===== src/rtl/pdm_sample_dac.sv =====
// Sample capture, digital gain and first-order delta-sigma PDM modulator with stall detection.
// Optional dither LFSR is enabled by defining PDM_DITHER_EN.
module pdm_sample_dac #(
  parameter int DATA_W      = 8,
  parameter int GAIN_W      = 8,
  parameter int STALL_LIMIT = 200
) (
  input  logic              clk,
  input  logic              rst_n,
  input  logic              enable,
  input  logic [DATA_W-1:0] sample_in,
  input  logic              sample_valid,
  input  logic [GAIN_W-1:0] gain,
  output logic              sample_ack,
  output logic [DATA_W-1:0] level_out,
  output logic              stall,
  output logic              pdm_out
);

  localparam int CNT_W  = $clog2(STALL_LIMIT + 1);
  localparam int PROD_W = DATA_W + GAIN_W + 1;
  localparam logic [DATA_W-1:0] MIDSCALE = {1'b1, {(DATA_W-1){1'b0}}};

  typedef enum logic [1:0] {
    IDLE  = 2'd0,
    RUN   = 2'd1,
    STALL = 2'd2
  } state_e;

  state_e              state_q;
  logic [DATA_W-1:0]   samp_q;
  logic [GAIN_W-1:0]   gain_q;
  logic                ack_q;
  logic [DATA_W-1:0]   level_q;
  logic [DATA_W-1:0]   level_d;
  logic [DATA_W-1:0]   acc_q;
  logic [DATA_W-1:0]   acc_d;
  logic                pdm_q;
  logic                pdm_d;
  logic                stall_q;
  logic [CNT_W-1:0]    cnt_q;
  logic [DATA_W-1:0]   mod_in_s;
  logic [PROD_W-1:0]   prod_s;

  // Capture stage: runs regardless of enable so a sample is never lost.
  always_ff @(posedge clk or negedge rst_n) begin
    if (!rst_n) begin
      samp_q <= '0;
      gain_q <= '0;
      ack_q  <= 1'b0;
    end else begin
      ack_q <= sample_valid;
      if (sample_valid) begin
        samp_q <= sample_in;
        gain_q <= gain;
      end
    end
  end

  // Full-width product: (2^DATA_W-1)*2^GAIN_W >> GAIN_W always fits DATA_W.
  assign prod_s  = PROD_W'(samp_q) * (PROD_W'(gain_q) + PROD_W'(1));
  assign level_d = prod_s[GAIN_W +: DATA_W];

  // Scale stage register.
  always_ff @(posedge clk or negedge rst_n) begin
    if (!rst_n) begin
      level_q <= '0;
    end else begin
      level_q <= level_d;
    end
  end

  assign mod_in_s = (state_q == STALL) ? MIDSCALE : level_q;

`ifdef PDM_DITHER_EN
  logic [15:0]              lfsr_q;
  logic signed [DATA_W+1:0] dsum_s;

  // Galois LFSR x^16+x^14+x^13+x^11+1, frozen while idle.
  always_ff @(posedge clk or negedge rst_n) begin
    if (!rst_n) begin
      lfsr_q <= 16'hACE1;
    end else if (state_q == RUN || state_q == STALL) begin
      lfsr_q <= {1'b0, lfsr_q[15:1]} ^ (lfsr_q[0] ? 16'hB400 : 16'h0000);
    end else begin
      lfsr_q <= lfsr_q;
    end
  end

  // Zero-mean dither: +lfsr[0] -lfsr[1]; negative sums clamp to zero.
  always_comb begin
    dsum_s = $signed({2'b00, acc_q}) + $signed({2'b00, mod_in_s})
           + $signed({{(DATA_W+1){1'b0}}, lfsr_q[0]})
           - $signed({{(DATA_W+1){1'b0}}, lfsr_q[1]});
    acc_d  = '0;
    pdm_d  = 1'b0;
    if (dsum_s[DATA_W+1]) begin
      acc_d = '0;
      pdm_d = 1'b0;
    end else begin
      acc_d = dsum_s[DATA_W-1:0];
      pdm_d = dsum_s[DATA_W];
    end
  end
`else
  logic [DATA_W:0] sum_s;

  always_comb begin
    sum_s = {1'b0, acc_q} + {1'b0, mod_in_s};
    acc_d = sum_s[DATA_W-1:0];
    pdm_d = sum_s[DATA_W];
  end
`endif

  // Control FSM with registered modulator state and outputs.
  always_ff @(posedge clk or negedge rst_n) begin
    if (!rst_n) begin
      state_q <= IDLE;
      acc_q   <= '0;
      pdm_q   <= 1'b0;
      stall_q <= 1'b0;
      cnt_q   <= '0;
    end else if (!enable) begin
      state_q <= IDLE;
      acc_q   <= '0;
      pdm_q   <= 1'b0;
      stall_q <= 1'b0;
      cnt_q   <= '0;
    end else begin
      case (state_q)
        IDLE: begin
          state_q <= RUN;
          acc_q   <= '0;
          pdm_q   <= 1'b0;
          stall_q <= 1'b0;
          cnt_q   <= '0;
        end
        RUN: begin
          acc_q <= acc_d;
          pdm_q <= pdm_d;
          if (sample_valid) begin
            cnt_q <= '0;
          end else if (cnt_q == CNT_W'(STALL_LIMIT - 1)) begin
            state_q <= STALL;
            stall_q <= 1'b1;
            cnt_q   <= '0;
          end else begin
            cnt_q <= cnt_q + CNT_W'(1);
          end
        end
        STALL: begin
          acc_q <= acc_d;
          pdm_q <= pdm_d;
          cnt_q <= '0;
          if (sample_valid) begin
            state_q <= RUN;
            stall_q <= 1'b0;
          end else begin
            stall_q <= 1'b1;
          end
        end
        default: begin
          state_q <= IDLE;
          acc_q   <= '0;
          pdm_q   <= 1'b0;
          stall_q <= 1'b0;
          cnt_q   <= '0;
        end
      endcase
    end
  end

  assign sample_ack = ack_q;
  assign level_out  = mod_in_s;
  assign stall      = stall_q;
  assign pdm_out    = pdm_q;

endmodule


===== config.mk =====
export PLATFORM = sky130hd
export DESIGN_NAME = pdm_sample_dac
export DESIGN_NICKNAME = d
export VERILOG_FILES = /design/src/rtl/pdm_sample_dac.sv
export SDC_FILE = /design/constraint.sdc
export NUM_CORES = 1
export LEC_CHECK = 0
export ABC_AREA = 1
export BUFFER_PORTS_ARGS = -buffer_cell sky130_fd_sc_hd__buf_2
export CORE_UTILIZATION = 35
export CTS_CLUSTER_SIZE = 12
export DETAILED_ROUTE_END_ITERATION = 10
export GPL_ROUTABILITY_DRIVEN = 0
export PLACE_DENSITY_LB_ADDON = 0.2
export SLEW_MARGIN = 20
export SYNTH_ARGS = -nofsm -noshare
export SYNTH_HDL_FRONTEND = slang
export SYNTH_SLANG_ARGS = --single-unit

===== constraint.sdc =====
create_clock -name clk -period 5.7 [get_ports clk]
set_input_delay 1.14 -clock clk [delete_from_list [all_inputs] [get_ports clk]]
set_output_delay 1.14 -clock clk [all_outputs]
set_load 0.03 [all_outputs]

* Word-level counts from Yosys, hierarchy flattened
Index checks and enable logic that the tools add are counted.
** Operators by class
- Add/sub/neg operators :: 3
- Multipliers :: 1
- Divide/modulo/power cells :: 0
- $lt $le $gt $ge :: 0
- Eq/ne operators :: 6
- Shift operators :: 0
- Mux-type cells :: 19
- Bitwise operators :: 0
- Reduce and logical (&&, ||, !) cells :: 4
** Operator list (count)
- $mux W8 :: 7
- $mul A8 B9 Y16 :: 1
- $add A8 B1 Y9 const B :: 1
- $add A8 B8 Y9 :: 1
- $ne A3 B3 Y1 const B :: 3
- $add A8 B1 Y8 const B :: 1
- $eq A8 B8 Y1 const B :: 1
- $mux W2 :: 4
- $mux W1 :: 6
- $pmux W2 S3 :: 1
- $reduce_and A3 Y1 :: 1
- $eq A2 B1 Y1 const B :: 1
- $eq A2 B2 Y1 const B :: 1
- $logic_not A2 Y1 :: 1
- $pmux W1 S2 :: 1
- $reduce_and A2 Y1 :: 1
- $reduce_or A2 Y1 :: 1
** Word-level totals
- Register bits :: 45
- Bits in latches :: 0
- Memory bits (writable) :: 0
- Bits in read-only memories :: 0
- Input bits :: 20
- Output and inout port bits :: 11
- Logic and storage cells :: 42
- Memories kept :: 0

* Logic depth before layout (Yosys ltp)
- Depth after elaboration :: 5
- Depth in mapped cells :: 23
- Gate-level depth less buffers :: 23

* Worst setup path before layout
No wires, ideal clock.
- Path type :: flip-flop to flip-flop
- Start :: register gain_q[0]
- End :: register level_q[7]
- Setup time :: 116 ps
- Arrival time :: 4313 ps
- Data required time :: 5584 ps
- Path slack :: 1271 ps
- Stages on the path, launching flop included :: 21
- Path buffers :: 0
- Cells stage by stage :: dfrtp_1 > ha_1 > nand2_1 > nor2_2 > xor2_1 > nand2_1 > fa_1 > inv_1 > fa_1 > fa_1 > inv_1 > fa_1 > inv_1 > ha_1 > a21o_1 > nand2_1 > nand2_1 > a21oi_1 > nand2_1 > nand2_1 > nand2_1
** On the way
- Cells in the longest elaborated chain, start to end :: 2
** RTL lines
- from (decl) :: line 32 : logic [GAIN_W-1:0] gain_q;
- from (signal assigned) :: line 55 : gain_q <= gain;
- $add A8 B1 Y9 :: line 61 : assign prod_s = PROD_W'(samp_q) * (PROD_W'(gain_q) + PROD_W'(1));
- $mul A8 B9 Y16 :: line 61
- via prod_s[15] :: line 43 : logic [PROD_W-1:0] prod_s;
- to (signal assigned) :: line 69 : level_q <= level_d;
- to (decl) :: line 34 : logic [DATA_W-1:0] level_q;
The timed path passes the listed nets, and every way through them passes these cells.
A chain may end at the register's enable or synchronous reset.

* Final worst setup path
Ends and elaborated chain as after synthesis.

==> out/results.tsv <==
stage	metric	value	unit
setup_path	cpMostUsedCell	nand2_1	
detailed_routing	drc	0	
worst_hold_path	hold_depth	1	
detailed_routing	via_per_inst	4.698	
detailed_routing	dr.pass1.iters	5	
sta	relSlewSlack	60.96	%
sta	finalCriticalPeriod	4.842	ns
global_routing	grt_pass1_wl	16930	um
placed_design	port_buffers	30	
setup_path	cp-start-kind	flip-flop	
detailed_routing	antenna_left	0	
die	die_height	114.4	um
clock_tree	cts_inserted_buffers	5	
clock_tree	post_cts_buffers	0	
clock_tree	ctsHtreeMaxLevel	2	
global_routing	antenna_found_initial	0	
setup_path	crit_path_end_kind	flip-flop	
die	die_area	0.01309	mm2
setup_path	crit_chain	ha_1, nand2_1, nor3_2, xor2_1, nand2_1, fa_1, inv_1, fa_1, fa_1, inv_1, fa_1, inv_1, ha_1, nand2_1, nor4_1, nand2_1, nand3_1, nand2_1	
setup_path	critPathMaxStageDelay	0.54	ns
global_routing	grt_pass1_vias	3646	
setup_path	cpMaxStageDelayCell	fa_1	
sta	rsz0062_at_grt	no	
logic_synthesis	yosys_warnings	0	
setup_path	crit_fanout	8	
placed_design	dpl_worst_slack	0.9229	ns
die	core-area	0.01216	mm2
placed_design	post-place-cells	770	
clock_tree	cts_tree	done	
status	run_status	finished clean	
sta	setup_violations	0	
final_layout	num-fill-cells	1265	
detailed_routing	drtIter0Drc	193	
setup_path	cp.depth	18	
final_layout	fin_nets	716	
sta	fin_crit_sh	84.94	%
final_layout	finalCoreUtilization	40.64	%
clock_tree	post_cts_resized	0	
detailed_routing	drt-total-wl	9450	um
logic_synthesis	synth_seq_cells	45	
die	start_util	36.37	%
final_layout	postLayoutCellArea	0.004942	mm2
sta	worst_pin_slew	0.5856	ns
sta	maxSlewViolCount	0	
final_layout	layout-drive-gt1-share	8.525	%
detailed_routing	dr_total_vias	3655	
die	ioPinCount	31	
setup_path	cp.required	5.88	ns
clock_tree	path_clk_slew	0.07	ns
sta	tns	0	ns
placed_design	hpwl	7825	um
final_layout	stdcell_count	778	
flow_run	cap_violations	0	
placed_design	placed_cell_area	0.004768	mm2
sta	fmax	206.5	MHz
setup_path	critical_path_class	flip-flop to flip-flop	
detailed_routing	avgRoutedWirePerCell	12.15	um
logic_synthesis	netlist_area	0.004423	mm2
global_routing	grt.total_usage	16.35	%
global_routing	grt_max_degree	46	
sta	hold_violations	0	
sta	finClkSkew	0.007009	ns
final_layout	layout_common_cells	122 x nand2_1, 117 x inv_1, 92 x nor2_1	
clock_tree	clkSinkCount	45	
final_layout	synthToLayoutAreaGrowth	11.74	%
power_and_ir_drop	powerDensity	414.6	mW/mm2
clock_tree	root_buffer	clkbuf_16	
global_routing	overflow	0	
logic_synthesis	netlist_instances	576	
setup_path	path_delay_family	adder cells	
setup_path	crit_arrival	5.02	ns
final_layout	diodes	0	
worst_hold_path	worstHoldPathType	flip-flop to flip-flop	
clock_tree	ctsHoldBuffers	0	
logic_synthesis	synth_cell_types	30	
logic_synthesis	ys_seq_area_share	25.46	%
final_layout	final_common_cell	nand2_1	
clock_tree	clockBufferDepth	2	
sta	worst_slack	0.8583	ns
setup_path	critPathBufInv	3	
power_and_ir_drop	leakagePower	2.766	nW
power_and_ir_drop	ir_worst_vdd	0.1692	mV
logic_synthesis	synth_fp_nets	683	
clock_tree	insertion_delay	0.29	ns
setup_path	r2r_cells	18	
die	die_w	114.4	um
die	rows	40	
logic_synthesis	syn_avg_cell_area	7.679	um2
[area by class of cell]
| type | instances | area [um2] | area share, % |
|---|---|---|---|
| clock buffers | 5 | 125.1 | 2.532 |
| multi-input cells | 408 | 2835 | 57.37 |
| repair buffers | 30 | 152.6 | 3.089 |
| inverters | 119 | 446.7 | 9.038 |
| flip-flops and latches | 45 | 1126 | 22.78 |
| well taps | 168 | 210.2 | 4.253 |
| clock inverters | 3 | 46.29 | 0.9367 |
[Yosys cell counts]
master	n	area share [%]
nand2_1	122	10
inv_1	117	9.9
nor2_1	92	7.8
ha_1	46	13
dfrtp_1	45	25
fa_1	41	19
o21ai_0	28	3.2
a21oi_1	25	2.8
nand3_1	19	2.1
xor2_1	5	0.99
clkbuf_1	4	0.34
mux2_2	3	0.76
nand4_1	3	0.42
nor4_1	3	0.42
a21boi_0	2	0.34
inv_2	2	0.17
nand2_2	2	0.28
nand3b_1	2	0.34
nor3_1	2	0.23
nor3_2	2	0.45
or2_2	2	0.28
a21o_1	1	0.17
a31oi_1	1	0.14
and2_1	1	0.14
nand3_2	1	0.23
nor2_2	1	0.14
nor3b_1	1	0.17
o21a_1	1	0.17
o21ai_4	1	0.37
o21bai_1	1	0.17
[flip-flops by register name, summed over array words and instances (netlist names), 2 cells and up]
signal	cells
acc_q	8
cnt_q	8
gain_q	8
level_q	8
samp_q	8
state_q	2
[final timing paths]
kind                                         to  slack [ns]             startpoint
min reg2reg                  cnt_q[0]$_DFF_PN0_        0.45     cnt_q[0]$_DFF_PN0_
min in group asynchronous    cnt_q[5]$_DFF_PN0_        0.85                  rst_n
max reg2reg                level_q[7]$_DFF_PN0_        0.86  gain_q[0]$_DFFE_PN0P_
max                        level_q[7]$_DFF_PN0_        0.86  gain_q[0]$_DFFE_PN0P_
min                          cnt_q[0]$_DFF_PN0_        0.45     cnt_q[0]$_DFF_PN0_
max in group asynchronous    acc_q[4]$_DFF_PN0_        4.45                  rst_n
[per-layer routing]
metal	part of all wire (%)	track usage [%]
met1	49	22.56
met2	47	27.56
met3	2.8	1.747
met4	1.2	3.896
met5	0	0
[power breakdown]
part / internal [mW] / switching, mW
Combinational: 0.442 / 0.851
Sequential: 0.388 / 0.0347
Clock: 0.207 / 0.126
Total: 1.04 / 1.01
[cell families after synthesis]
| logic type | Yosys count | synth area share, % |
|---|---|---|
| AOI/OAI and AO/OA | 60 | 7.355 |
| xor gates and xnor gates | 5 | 0.9901 |
| adders and majority gates | 87 | 31.57 |
| buffers and inverters | 123 | 10.44 |
| DFF | 45 | 25.46 |
| muxes | 3 | 0.7637 |
| and+or+nand+nor | 253 | 23.42 |
[per-stage QoR]
step / total power [mW] / hold slack (ns)
finish: 2.049 / 0.4544
global route: 2.287 / 0.5018
CTS: 2.059 / 0.4588
detailed placement: 1.714 / 0.4496
global placement: 1.698 / 0.4492
floorplan: 1.408 / 0.4306
No activity file was read; power rests on OpenSTA's default activity.
